<file path="src/rtl/band_gain_pkg.sv">
// Shared constants, band tables, FSM state type and arithmetic helpers
// for the band gain application block (band_gain_apply / gain_interp).
package band_gain_pkg;

    localparam int NB_BANDS  = 22;
    localparam int FREQ_SIZE = 481;
    localparam int GAIN_W    = 16;
    localparam int BIN_W     = 24;

    localparam logic [GAIN_W-1:0] GAIN_ONE = 16'h8000;
    localparam logic [15:0]       SMOOTH_K = 16'd19661;

    typedef enum logic {LOAD, RUN} state_t;

    // Band edges in units of 4 bins.
    localparam int EBAND [NB_BANDS] = '{
        0, 1, 2, 3, 4, 5, 6, 7, 8, 10, 12,
        14, 16, 20, 24, 28, 34, 40, 48, 60, 78, 100
    };

    // round(65536 / band width in bins).
    localparam int RECIP [NB_BANDS-1] = '{
        16384, 16384, 16384, 16384, 16384, 16384, 16384, 16384,
        8192, 8192, 8192, 8192,
        4096, 4096, 4096,
        2731, 2731, 2048, 1365, 910, 745
    };

    // Width-minus-one of band b in bins; 0 for the terminal band.
    function automatic logic [6:0] band_wm1(input logic [4:0] b);
        int i;
        i = int'(b);
        if (i >= NB_BANDS - 1) return 7'd0;
        return 7'(((EBAND[i+1] - EBAND[i]) << 2) - 1);
    endfunction

    // Q1.15 gain applied with half-up rounding and saturation.
    function automatic logic signed [BIN_W-1:0] apply_gain(
        input logic signed [BIN_W-1:0] x,
        input logic [GAIN_W-1:0]       g
    );
        logic signed [41:0] p;
        logic signed [26:0] r;
        p = x * $signed({1'b0, g}) + 42'sd16384;
        r = 27'(p >>> 15);
        if (r > 27'sd8388607)       return 24'sh7FFFFF;
        else if (r < -27'sd8388608) return 24'sh800000;
        else                        return r[BIN_W-1:0];
    endfunction

endpackage

</file>
<file path="src/rtl/gain_interp.sv">
// Linear interpolation between two adjacent band gains; registered
// output forms pipeline stage 1. Ports: clk, rst, en, g_lo, g_hi, j, recip -> g_k.
module gain_interp
    import band_gain_pkg::*;
(
    input  logic              clk,
    input  logic              rst,
    input  logic              en,
    input  logic [GAIN_W-1:0] g_lo,
    input  logic [GAIN_W-1:0] g_hi,
    input  logic [6:0]        j,
    input  logic [14:0]       recip,
    output logic [GAIN_W-1:0] g_k
);

    logic signed [16:0] diff;
    logic signed [39:0] prod;
    logic signed [23:0] step;
    logic signed [24:0] sum;

    assign diff = $signed({1'b0, g_hi}) - $signed({1'b0, g_lo});
    assign prod = $signed({1'b0, j}) * diff * $signed({1'b0, recip});
    assign step = 24'(prod >>> 16);
    assign sum  = $signed({9'b0, g_lo}) + 25'(step);

    always_ff @(posedge clk or posedge rst) begin
        if (rst) begin
            g_k <= '0;
        end else if (en) begin
            // Rounded reciprocal can overshoot by a hair; keep within Q1.15 range.
            if (sum < 25'sd0)            g_k <= '0;
            else if (sum > 25'sd32768)   g_k <= GAIN_ONE;
            else                         g_k <= sum[GAIN_W-1:0];
        end
    end

endmodule

</file>
<file path="src/rtl/band_gain_apply.sv">
// Loads NB_BANDS band gains, interpolates them per bin and scales the
// spectrum. Ports: gain_* (valid/ready in), bin_in_* (valid/ready in),
// bin_out_* (valid/ready out, last), frame_done pulse.
// Optional: define LASTG_SMOOTH_EN to limit frame-to-frame gain decay.
module band_gain_apply
    import band_gain_pkg::*;
(
    input  logic                    clk,
    input  logic                    rst,
    input  logic                    gain_valid,
    output logic                    gain_ready,
    input  logic [GAIN_W-1:0]       gain_data,
    input  logic                    bin_in_valid,
    output logic                    bin_in_ready,
    input  logic signed [BIN_W-1:0] bin_in_re,
    input  logic signed [BIN_W-1:0] bin_in_im,
    output logic                    bin_out_valid,
    input  logic                    bin_out_ready,
    output logic signed [BIN_W-1:0] bin_out_re,
    output logic signed [BIN_W-1:0] bin_out_im,
    output logic                    bin_out_last,
    output logic                    frame_done
);

    state_t state_q, state_d;

    logic [4:0]        band_cnt;
    logic [8:0]        bin_cnt;
    logic [4:0]        band_q;
    logic [6:0]        j_q;
    logic              in_done;
    logic [GAIN_W-1:0] gbuf [NB_BANDS];

    logic              gain_fire, in_fire, out_fire, last_fire, advance;
    logic [GAIN_W-1:0] g_clamp, g_eff;
    logic [GAIN_W-1:0] g_lo, g_hi, g_k;
    logic [14:0]       recip;

    logic                    s1_valid, s1_last;
    logic signed [BIN_W-1:0] s1_re, s1_im;

    assign advance   = !bin_out_valid || bin_out_ready;
    assign gain_fire = gain_valid && (state_q == LOAD);
    assign in_fire   = bin_in_valid && bin_in_ready;
    assign out_fire  = bin_out_valid && bin_out_ready;
    assign last_fire = out_fire && bin_out_last;

    assign g_clamp = (gain_data > GAIN_ONE) ? GAIN_ONE : gain_data;

`ifdef LASTG_SMOOTH_EN
    logic [GAIN_W-1:0] lastg [NB_BANDS];
    logic [GAIN_W-1:0] decayed;

    assign decayed = GAIN_W'((32'(lastg[band_cnt]) * 32'(SMOOTH_K)) >> 15);
    assign g_eff   = (g_clamp > decayed) ? g_clamp : decayed;

    always_ff @(posedge clk or posedge rst) begin
        if (rst) begin
            for (int i = 0; i < NB_BANDS; i++) lastg[i] <= '0;
        end else if (gain_fire) begin
            lastg[band_cnt] <= g_eff;
        end
    end
`else
    assign g_eff = g_clamp;
`endif

    always_ff @(posedge clk or posedge rst) begin
        if (rst) state_q <= LOAD;
        else     state_q <= state_d;
    end

    always_comb begin
        state_d      = state_q;
        gain_ready   = 1'b0;
        bin_in_ready = 1'b0;
        unique case (state_q)
            LOAD: begin
                gain_ready = 1'b1;
                if (gain_fire && band_cnt == 5'(NB_BANDS-1)) state_d = RUN;
            end
            RUN: begin
                bin_in_ready = !in_done && advance;
                if (last_fire) state_d = LOAD;
            end
        endcase
    end

    // Bins past the last band edge see both ends at zero, so g_k = 0.
    always_comb begin
        g_lo  = '0;
        g_hi  = '0;
        recip = '0;
        if (band_q < 5'(NB_BANDS-1)) begin
            g_lo  = gbuf[band_q];
            g_hi  = gbuf[band_q + 5'd1];
            recip = 15'(RECIP[band_q]);
        end
    end

    always_ff @(posedge clk or posedge rst) begin
        if (rst) begin
            band_cnt <= '0;
            bin_cnt  <= '0;
            band_q   <= '0;
            j_q      <= '0;
            in_done  <= 1'b0;
            for (int i = 0; i < NB_BANDS; i++) gbuf[i] <= '0;
        end else begin
            if (gain_fire) begin
                gbuf[band_cnt] <= g_eff;
                band_cnt <= (band_cnt == 5'(NB_BANDS-1)) ? '0 : band_cnt + 5'd1;
            end
            if (in_fire) begin
                bin_cnt <= bin_cnt + 9'd1;
                if (bin_cnt == 9'(FREQ_SIZE-1)) in_done <= 1'b1;
                if (band_q < 5'(NB_BANDS-1)) begin
                    if (j_q == band_wm1(band_q)) begin
                        band_q <= band_q + 5'd1;
                        j_q    <= '0;
                    end else begin
                        j_q <= j_q + 7'd1;
                    end
                end
            end
            if (last_fire) begin
                bin_cnt <= '0;
                in_done <= 1'b0;
                band_q  <= '0;
                j_q     <= '0;
            end
        end
    end

    gain_interp u_interp (
        .clk   (clk),
        .rst   (rst),
        .en    (advance),
        .g_lo  (g_lo),
        .g_hi  (g_hi),
        .j     (j_q),
        .recip (recip),
        .g_k   (g_k)
    );

    // Whole pipeline moves together whenever the output slot frees up.
    always_ff @(posedge clk or posedge rst) begin
        if (rst) begin
            s1_valid      <= 1'b0;
            s1_last       <= 1'b0;
            s1_re         <= '0;
            s1_im         <= '0;
            bin_out_valid <= 1'b0;
            bin_out_re    <= '0;
            bin_out_im    <= '0;
            bin_out_last  <= 1'b0;
            frame_done    <= 1'b0;
        end else begin
            frame_done <= last_fire;
            if (advance) begin
                s1_valid      <= in_fire;
                s1_last       <= in_fire && (bin_cnt == 9'(FREQ_SIZE-1));
                s1_re         <= bin_in_re;
                s1_im         <= bin_in_im;
                bin_out_valid <= s1_valid;
                bin_out_last  <= s1_valid && s1_last;
                if (s1_valid) begin
                    bin_out_re <= apply_gain(s1_re, g_k);
                    bin_out_im <= apply_gain(s1_im, g_k);
                end
            end
        end
    end

endmodule
</file>
<file path="config.mk">
export PLATFORM = sky130hd
export DESIGN_NAME = band_gain_apply
export DESIGN_NICKNAME = d
export VERILOG_FILES = /design/src/rtl/band_gain_pkg.sv /design/src/rtl/gain_interp.sv /design/src/rtl/band_gain_apply.sv
export SDC_FILE = /design/constraint.sdc
export NUM_CORES = 2
export LEC_CHECK = 0
export CORE_UTILIZATION = 30
export CTS_CLUSTER_SIZE = 8
export DETAILED_ROUTE_END_ITERATION = 7
export PLACE_DENSITY_LB_ADDON = 0.05
export SETUP_SLACK_MARGIN = 0.3
export SYNTH_ARGS = -nofsm -noshare
export SYNTH_HDL_FRONTEND = slang
export SYNTH_SLANG_ARGS = --single-unit
</file>
<file path="constraint.sdc">
create_clock -name clk -period 37.5 [get_ports clk]
set_input_delay 7.5 -clock clk [delete_from_list [all_inputs] [get_ports clk]]
set_output_delay 7.5 -clock clk [all_outputs]
set_load 0.02 [all_outputs]
</file>
=== After elaboration in Yosys (flattened, before gate mapping) ===
Memories as Yosys holds them, arrays and structs flattened.
Cells that the tools add are included.

* Mux-type cells: 51
* Reductions and logical operators: 20
* Multiply operators: 4
* Equal/unequal tests: 3
* Bitwise gates (word level): 6
* Add/sub/neg operators: 11
* Magnitude comparators: 15

{| class="wikitable"
|+ Operator list
! operator !! count
|-
| bitwise mux 352 bit || 1
|-
| binary-select mux 16 bit (select 5 bit) || 2
|-
| 2-to-1 mux 16 bit || 10
|-
| 2-to-1 mux 24 bit || 4
|-
| adder 41 x 16 -> 42 bit (second input constant) || 2
|-
| multiplier 24 x 17 -> 41 bit || 2
|-
| demux 16 bit (select 5 bit) || 1
|-
| >= comparator 32 x 6 -> 1 bit (second input constant) || 2
|-
| 2-to-1 mux 7 bit || 8
|-
| greater-than comparator 27 x 24 -> 1 bit (second input constant) || 2
|-
| < comparator 27 x 24 -> 1 bit (second input constant) || 2
|-
| 2-to-1 mux 15 bit || 3
|-
| 2-to-1 mux 5 bit || 9
|-
| multiplier 25 x 16 -> 40 bit || 1
|-
| inverter 5 -> 32 bit || 1
|-
| inverter 6 -> 32 bit || 1
|-
| adder 17 x 24 -> 25 bit || 1
|-
| greater-than comparator 25 x 17 -> 1 bit (second input constant) || 1
|-
| < comparator 25 x 1 -> 1 bit (second input constant) || 1
|-
| multiplier 8 x 17 -> 25 bit || 1
|-
| >= comparator 6 bit (second input constant) || 3
|-
| 2-to-1 mux 9 bit || 2
|-
| inverter 5 -> 6 bit || 3
|-
| subtractor 16 x 16 -> 17 bit || 1
|-
| other kinds (22) || 46
|}

* Memories kept: 3
* Input port bits: 69
* ROM bits: 3072
* Bits in registers: 497
* Output and inout bits: 53

{| class="wikitable"
|+ Memories
! memory !! words !! bits a word !! rd ports !! clocked after Yosys merged registers in !! wr ports !! line !! RTL
|-
| (no name shown) || 32 || 32 || 1 || 0 || 0 || band_gain_pkg.sv:34 || <nowiki>return 7'(((EBAND[i+1] - EBAND[i]) << 2) - 1);</nowiki>
|-
| (no name shown) || 32 || 32 || 1 || 0 || 0 || band_gain_pkg.sv:34 ||
|-
| (no name shown) || 32 || 32 || 1 || 0 || 0 || band_gain_apply.sv:97 || <nowiki>recip = 15'(RECIP[band_q]);</nowiki>
|}

=== Longest topological paths before layout ===
* Word-level depth: 15
* Mapped depth: 78
* Gate-level depth less buffers: 71

=== Cells and area by module ===
Synthesis repeated with hierarchy kept, for this count alone.

* Cell total of the unflattened synthesis: 8091
* Area total of the unflattened synthesis: 74460.2 sq um

{| class="wikitable"
|+ By module, submodules not included
! module !! times used !! area each (sq um) !! cells an instance !! seq. area each (sq um)
|-
| band_gain_apply || 1 || 53939.2 || 5693 || 12036.5
|-
| gain_interp || 1 || 20520.9 || 2398 || 400.4
|}

=== Worst setup path before layout ===
OpenSTA, ideal clock, no wires.

* Kind: register to register
* Start point: reg band_q[0]
* End point: reg u_interp.g_k[15]
* Arrival: 18.293 ns
* Setup slack: 19.084 ns
* Period minus slack after synthesis: 18.416 ns
* Data required time: 37.377 ns
* Stages on the path, launching flop included: 71
* Setup time: 0.123 ns
* Cell sequence: dfrtp_1 > clkbuf_1 > buf_1 > buf_1 > buf_1 > clkinv_1 > clkbuf_1 > ha_1 > buf_1 > clkbuf_1 > buf_1 > mux2i_1 > o21ai_0 > o211ai_1 > a21oi_1 > ha_1 > o21ai_0 > a21boi_0 > [35 not listed] > nand2b_1 > a21boi_0 > o21a_1 > nor2_1 > xnor2_1 > ha_1 > nor2_1 > nor2_1 > a31o_2 > a31oi_1 > nor2_1 > o21ai_0 > nand2_1 > nor4bb_1 > o32ai_1 > or3_1 > buf_2 > o221a_2

* Cells in the longest elaborated chain, start to end: 13
* Elaborated cells on any way between the ends: 24
* Those cells by class: add/sub: 3; mul: 2; order compare: 3; mux: 13; bitwise: 2; memory: 1

{| class="wikitable"
|+ RTL lines
! item !! line !! RTL
|-
| from (decl) || band_gain_apply.sv:29 || <nowiki>logic [4:0] band_q;</nowiki>
|-
| from (signal assigned) || band_gain_apply.sv:119 || <nowiki>band_q <= band_q + 5'd1;</nowiki>
|-
| adder 5 x 1 -> 5 bit || band_gain_apply.sv:96 || <nowiki>g_hi = gbuf[band_q + 5'd1];</nowiki>
|-
| inverter 5 -> 6 bit (implied by the code) || band_gain_apply.sv:96 ||
|-
| binary-select mux 16 bit (select 5 bit) || band_gain_apply.sv:96 ||
|-
| 2-to-1 mux 16 bit (implied by the code) (2 in a row) || band_gain_apply.sv:96 ||
|-
| 2-to-1 mux 16 bit || band_gain_apply.sv:94 || <nowiki>if (band_q < 5'(NB_BANDS-1)) begin</nowiki>
|-
| subtractor 16 x 16 -> 17 bit || gain_interp.sv:21 || <nowiki>assign diff = $signed({1'b0, g_hi}) - $signed({1'b0, g_lo});</nowiki>
|-
| multiplier 8 x 17 -> 25 bit || gain_interp.sv:22 || <nowiki>assign prod = $signed({1'b0, j}) * diff * $signed({1'b0, recip});</nowiki>
|-
| multiplier 25 x 16 -> 40 bit || gain_interp.sv:22 ||
|-
| adder 17 x 24 -> 25 bit (*) || gain_interp.sv:24 || <nowiki>assign sum = $signed({9'b0, g_lo}) + 25'(step);</nowiki>
|-
| greater-than comparator 25 x 17 -> 1 bit || gain_interp.sv:32 || <nowiki>else if (sum > 25'sd32768) g_k <= GAIN_ONE;</nowiki>
|-
| 2-to-1 mux 16 bit || gain_interp.sv:32 ||
|-
| 2-to-1 mux 16 bit (*) || gain_interp.sv:31 || <nowiki>if (sum < 25'sd0) g_k <= '0;</nowiki>
|-
| to (signal assigned) || gain_interp.sv:33 || <nowiki>else g_k <= sum[GAIN_W-1:0];</nowiki>
|-
| to (decl) || gain_interp.sv:13 || <nowiki>output logic [GAIN_W-1:0] g_k</nowiki>
|}

Mark *: on every way between the ends. The rest lies on a longest branch, timed or not. The select of a mux whose other input is x is not followed.
A chain may end at the register's enable or synchronous reset.

=== Final worst setup path ===
* Start point: reg band_q[0]
* End point: reg u_interp.g_k[8]

The elaborated chain is that of the path after synthesis.

==> metrics.md <==
| Metric | Value |
|---|---|
| Result of the run | finished, violations left |
| Failing checks | design-rule violations |
| Core Box Area | roughly 240000 um2 |
| Drt drc | 36 |
| Endpoint of the lowest-slack register-to-register path | u_interp.g_k[8]$_DFFE_PP0N_ |
| Count of different cell masters after synthesis | around 90 |
| Number of global-route vias before repair | roughly 57000 |
| Number of max-cap violations | 0 |
| Fill cell instance count of the final layout | about 25000 |
| Clock slew at the register clock pins of the worst setup and hold paths | 0.05 ns |
| Final count of pins violating max slew | 0 |
| Drt wl/cell | 22.12 um |
| Post-CTS sizing | 0 |
| Met1 routing resource usage after global routing | between 20 and 30% |
| Worst path setup slack after routing | about 18 ns |
| Total Die Area | roughly 240000 um2 |
| Total global routing track utilization | between 20% and 30% |
| Final global-route overflow total | 0 |
| Setup crit end | u_interp.g_k[8]$_DFFE_PP0N_ |
| Top_reg_cell synth | sky130_fd_sc_hd__dfrtp_1 |
| Slowest cell delay on critical path | between 0.9 and 1 ns |
| Pin count of the biggest net entering global routing | approximately 110 |
| Number of setup buffers added after CTS | 0 |
| Kind of launch point of the worst setup path | flip-flop |
| Path category of the worst min-delay check | reg2reg |
| Critical setup path kind | reg2reg |
| First-pass detailed-route iteration total | 8 |
| Final setup violating endpoints | 0 |
| # hold bufs at CTS | 0 |
| Top fanout value on the critical path | 50 |
| Transition time at the pin with the least slew margin | around 1.2 ns |
| Yosys synthesis warning count | 0 |
| Critical Path Start | band_q[0]$_DFFE_PP0P_ |
| Total negative slack | 0 ns |
| TritonCTS clock tree | done |
| Share of flip-flops with an asynchronous set or reset | 100.0% |
| Worst path buffer plus inverter count | 11 |
| Number of nets still failing antenna checks after routing | 0 |
| Initial antenna violation count | 11 |
| Layout net count | ~9400 |
| Cell count of the worst reg-to-reg path | just under 70 |
| P_leak | 36.94 nW |
| RSZ-0062 raised after global routing | no |
| Share of final-layout standard cells stronger than drive strength 1 | under 10% |
| Synth Area per Inst | between 9 and 10 um2 |
| Kind of cell with the highest combined delay on the critical path | adder cells |
| Minimum setup slack after placement | about 17 ns |
| Per-cell via count in the routed design | around 4.8 |
| Number of I/O port buffers | approximately 120 |
| Count of pins on the block boundary | roughly 120 |
| Max clock buf depth | 3 |
| Critical-path cell with the highest stage delay | sky130_fd_sc_hd__dfrtp_4 |
| Fraction of met3 tracks used by global routing | 1.742% |
| GR Layer Usage met2 | between 30% and 40% |
| Kind of end point of the critical path | flip-flop |
| Largest cells by area after synthesis | sky130_fd_sc_hd__fa_1 (33%), sky130_fd_sc_hd__dfrtp_1 (17%), sky130_fd_sc_hd__ha_1 (7.6%) |
| Proportion of synthesized chip area in sequential cells | approximately 17% |
| Required time reported for the critical path endpoint | approximately 38 ns |
| Initial drt markers | about 2500 |
| Row count | ~180 |
| Net count after synthesis | around 9500 |
| Startpoint of the worst-slack reg-to-reg timing path | band_q[0]$_DFFE_PP0P_ |
| Initial core utilization | a little under a third |
| Cell type contributing the most total cell area after synthesis | sky130_fd_sc_hd__fa_1 |
| Clock sink count | between 400 and 500 |
| TritonCTS buffer count | 77 |
| Final RePlAce weighted congestion | 0.8414 |
| Number of logic stages on the critical path including buffering | between 60 and 70 |
| Depth of the CTS H-tree | 3 |
| Slack of the worst reg-to-reg path | ~18 ns |
| Number of flops mapped to enable cells by yosys | 0 |
| Dominant cell type by count on the critical path | sky130_fd_sc_hd__fa_1 |
| Clock insertion delay at the later pin of the skew report | roughly 0.73 ns |
| Max IR drop VDD | approximately 0.000026 V |
| Most instantiated cells after synthesis | sky130_fd_sc_hd__inv_1 (1428), sky130_fd_sc_hd__nand2_1 (1295), sky130_fd_sc_hd__fa_1 (1204), sky130_fd_sc_hd__dfrtp_1 (497), sky130_fd_sc_hd__and2_1 (495) |
| Die boundary width | around 500 um |
| Chip height | 491.9 um |
| Combined area of all synthesized cells | between 70000 and 80000 um2 |
| Wire length of the first global-routing pass | 373000 um |
| Layout overhead on the synthesized area | 9.727% |
| Detailed Place HPWL | 181400 um |
| Flop and latch count out of synthesis | 497 |
| Achievable clock frequency | around 50 MHz |
| Post-synthesis cell count | between 7000 and 8000 |
| Final worst-path cycle share | between 50% and 60% |
| Final count of hold timing violations | 0 |
| Share of Yosys cell area claimed by the top area cell type | around a third |
| Max-slew headroom at the worst pin | a little under a fifth |
| Clock Tree Root | sky130_fd_sc_hd__clkbuf_16 |
| Arrival time at the worst endpoint | between 20 and 25 ns |
| Cell with the most instances after synthesis | sky130_fd_sc_hd__inv_1 |
| Min Tclk post-route | 19.84 ns |
| Vias after detailed routing | ~52000 |
| PD cells | 20.33 nW/um2 |
| Total routed wirelength | between 200000 and 250000 um |
| Worst clock skew | roughly 0.064 ns |
| Most Crowded Layer GR | met2 |
[final cells by class]
| cell class | count | area (um2) | share of cell area [%] |
|---|---|---|---|
| diodes | 8 | 20.02 | 0.02534 |
| clock buffers | 92 | 2053 | 2.599 |
| clock inverters | 13 | 220.2 | 0.2788 |
| inverters | 1432 | 5383 | 6.814 |
| multi-input cells | 5451 | 52740 | 66.76 |
| flip-flops and latches | 497 | 12460 | 15.78 |
| well taps | 3167 | 3963 | 5.016 |
| repair buffers | 245 | 2155 | 2.727 |
[worst register-to-register path, delay by kind of cell (launching register included)]
family / cells / cell delay [ns]
flip-flops: 1 / 0.91
adder cells (fa/ha/maj): 16 / 7.71
AND/OR/NAND/NOR: 11 / 2.21
buffers and inverters: 11 / 1.84
AO/OA/AOI/OAI: 27 / 6.01
XOR/XNOR: 3 / 1.03
[stage by stage]
step / power, mW / hold WS [ns] / cells / instance area [um2] / utilization [%]
floorplan: 0.7933 / 0.4489 / 7795 / 71990 / -
global placement: 0.9383 / 0.4630 / 10791 / 76690 / 32.18
detailed placement: 0.9388 / 0.4709 / 10792 / 76700 / 32.19
CTS: 1.643 / 0.4797 / 10897 / 78980 / 33.14
global route: 1.684 / 0.5087 / 10898 / 78980 / 33.14
finish: 1.606 / 0.4701 / 10905 / 79000 / 33.15
[where the power goes]
part / internal [mW] / total [mW] / switching, mW
combinational: 0.116 / 0.312 / 0.196
sequential: 0.562 / 0.611 / 0.0487
clock: 0.392 / 0.683 / 0.291
[kinds of logic after synthesis]
group                      count (synthesis)  synth area share, %
and+or+nand+nor                         2324                14.85
buffers and inverters                   1847                9.647
adders and majority gates               1648                41.17
AOI/OAI and AO/OA                       1030                8.790
DFF                                      497                17.27
muxes                                    263                5.984
xor gates and xnor gates                 186                2.282
[how the worst min path moves through the flow]
stage	from	end	slack [ns]	depth (start not counted)
floorplan	s1_last$_DFFE_PP0N_	s1_last$_DFFE_PP0N_	0.45	1
global placement	s1_re[18]$_DFFE_PP0N_	s1_re[18]$_DFFE_PP0N_	0.46	2
detailed placement	s1_re[18]$_DFFE_PP0N_	s1_re[18]$_DFFE_PP0N_	0.47	2
CTS	s1_re[18]$_DFFE_PP0N_	s1_re[18]$_DFFE_PP0N_	0.48	2
global route	s1_re[18]$_DFFE_PP0N_	s1_re[18]$_DFFE_PP0N_	0.51	2
finish	s1_re[18]$_DFFE_PP0N_	s1_re[18]$_DFFE_PP0N_	0.47	2
[registers in the layout, summed over array words and instances (netlist names), 5 cells and up]
signal        flops
gbuf            352
bin_out_im       24
bin_out_re       24
s1_im            24
s1_re            24
u_interp.g_k     16
bin_cnt           9
j_q               7
band_cnt          5
band_q            5
[placed cells by master, fill, tap and decap left out, types with 24 or more instances in the layout]
master,n
sky130_fd_sc_hd__o211ai_1,42
sky130_fd_sc_hd__nand2_1,1287
sky130_fd_sc_hd__nand3_1,36
sky130_fd_sc_hd__nand4_1,25
sky130_fd_sc_hd__a221o_1,51
sky130_fd_sc_hd__a21oi_1,202
sky130_fd_sc_hd__inv_1,1427
sky130_fd_sc_hd__nor2_1,253
sky130_fd_sc_hd__and2_1,495
sky130_fd_sc_hd__clkbuf_16,77
sky130_fd_sc_hd__xnor2_1,125
sky130_fd_sc_hd__xor2_1,58
sky130_fd_sc_hd__dfrtp_1,479
sky130_fd_sc_hd__o21a_1,26
sky130_fd_sc_hd__mux2i_1,78
sky130_fd_sc_hd__mux2_2,56
sky130_fd_sc_hd__nand2b_1,34
sky130_fd_sc_hd__a21o_1,47
sky130_fd_sc_hd__nor3_1,43
sky130_fd_sc_hd__a31oi_1,24
sky130_fd_sc_hd__ha_1,436
sky130_fd_sc_hd__nor2b_1,32
sky130_fd_sc_hd__and3_1,24
sky130_fd_sc_hd__o21ai_0,459
sky130_fd_sc_hd__fa_1,1204
sky130_fd_sc_hd__buf_4,123
sky130_fd_sc_hd__clkdlybuf4s50_1,121
sky130_fd_sc_hd__mux4_2,128
[per-layer routing]
layer / vias up / routed length [um] / part of all wire (%)
met2: 807 / 116600 / 48
met1: 27147 / 112300 / 47
met4: 2 / 5075 / 2.1
met3: 218 / 7209 / 3.0
met5: - / 13 / 0.0054
li1: 24173 / - / -
Note: power is estimated with default switching activity, not from simulation.
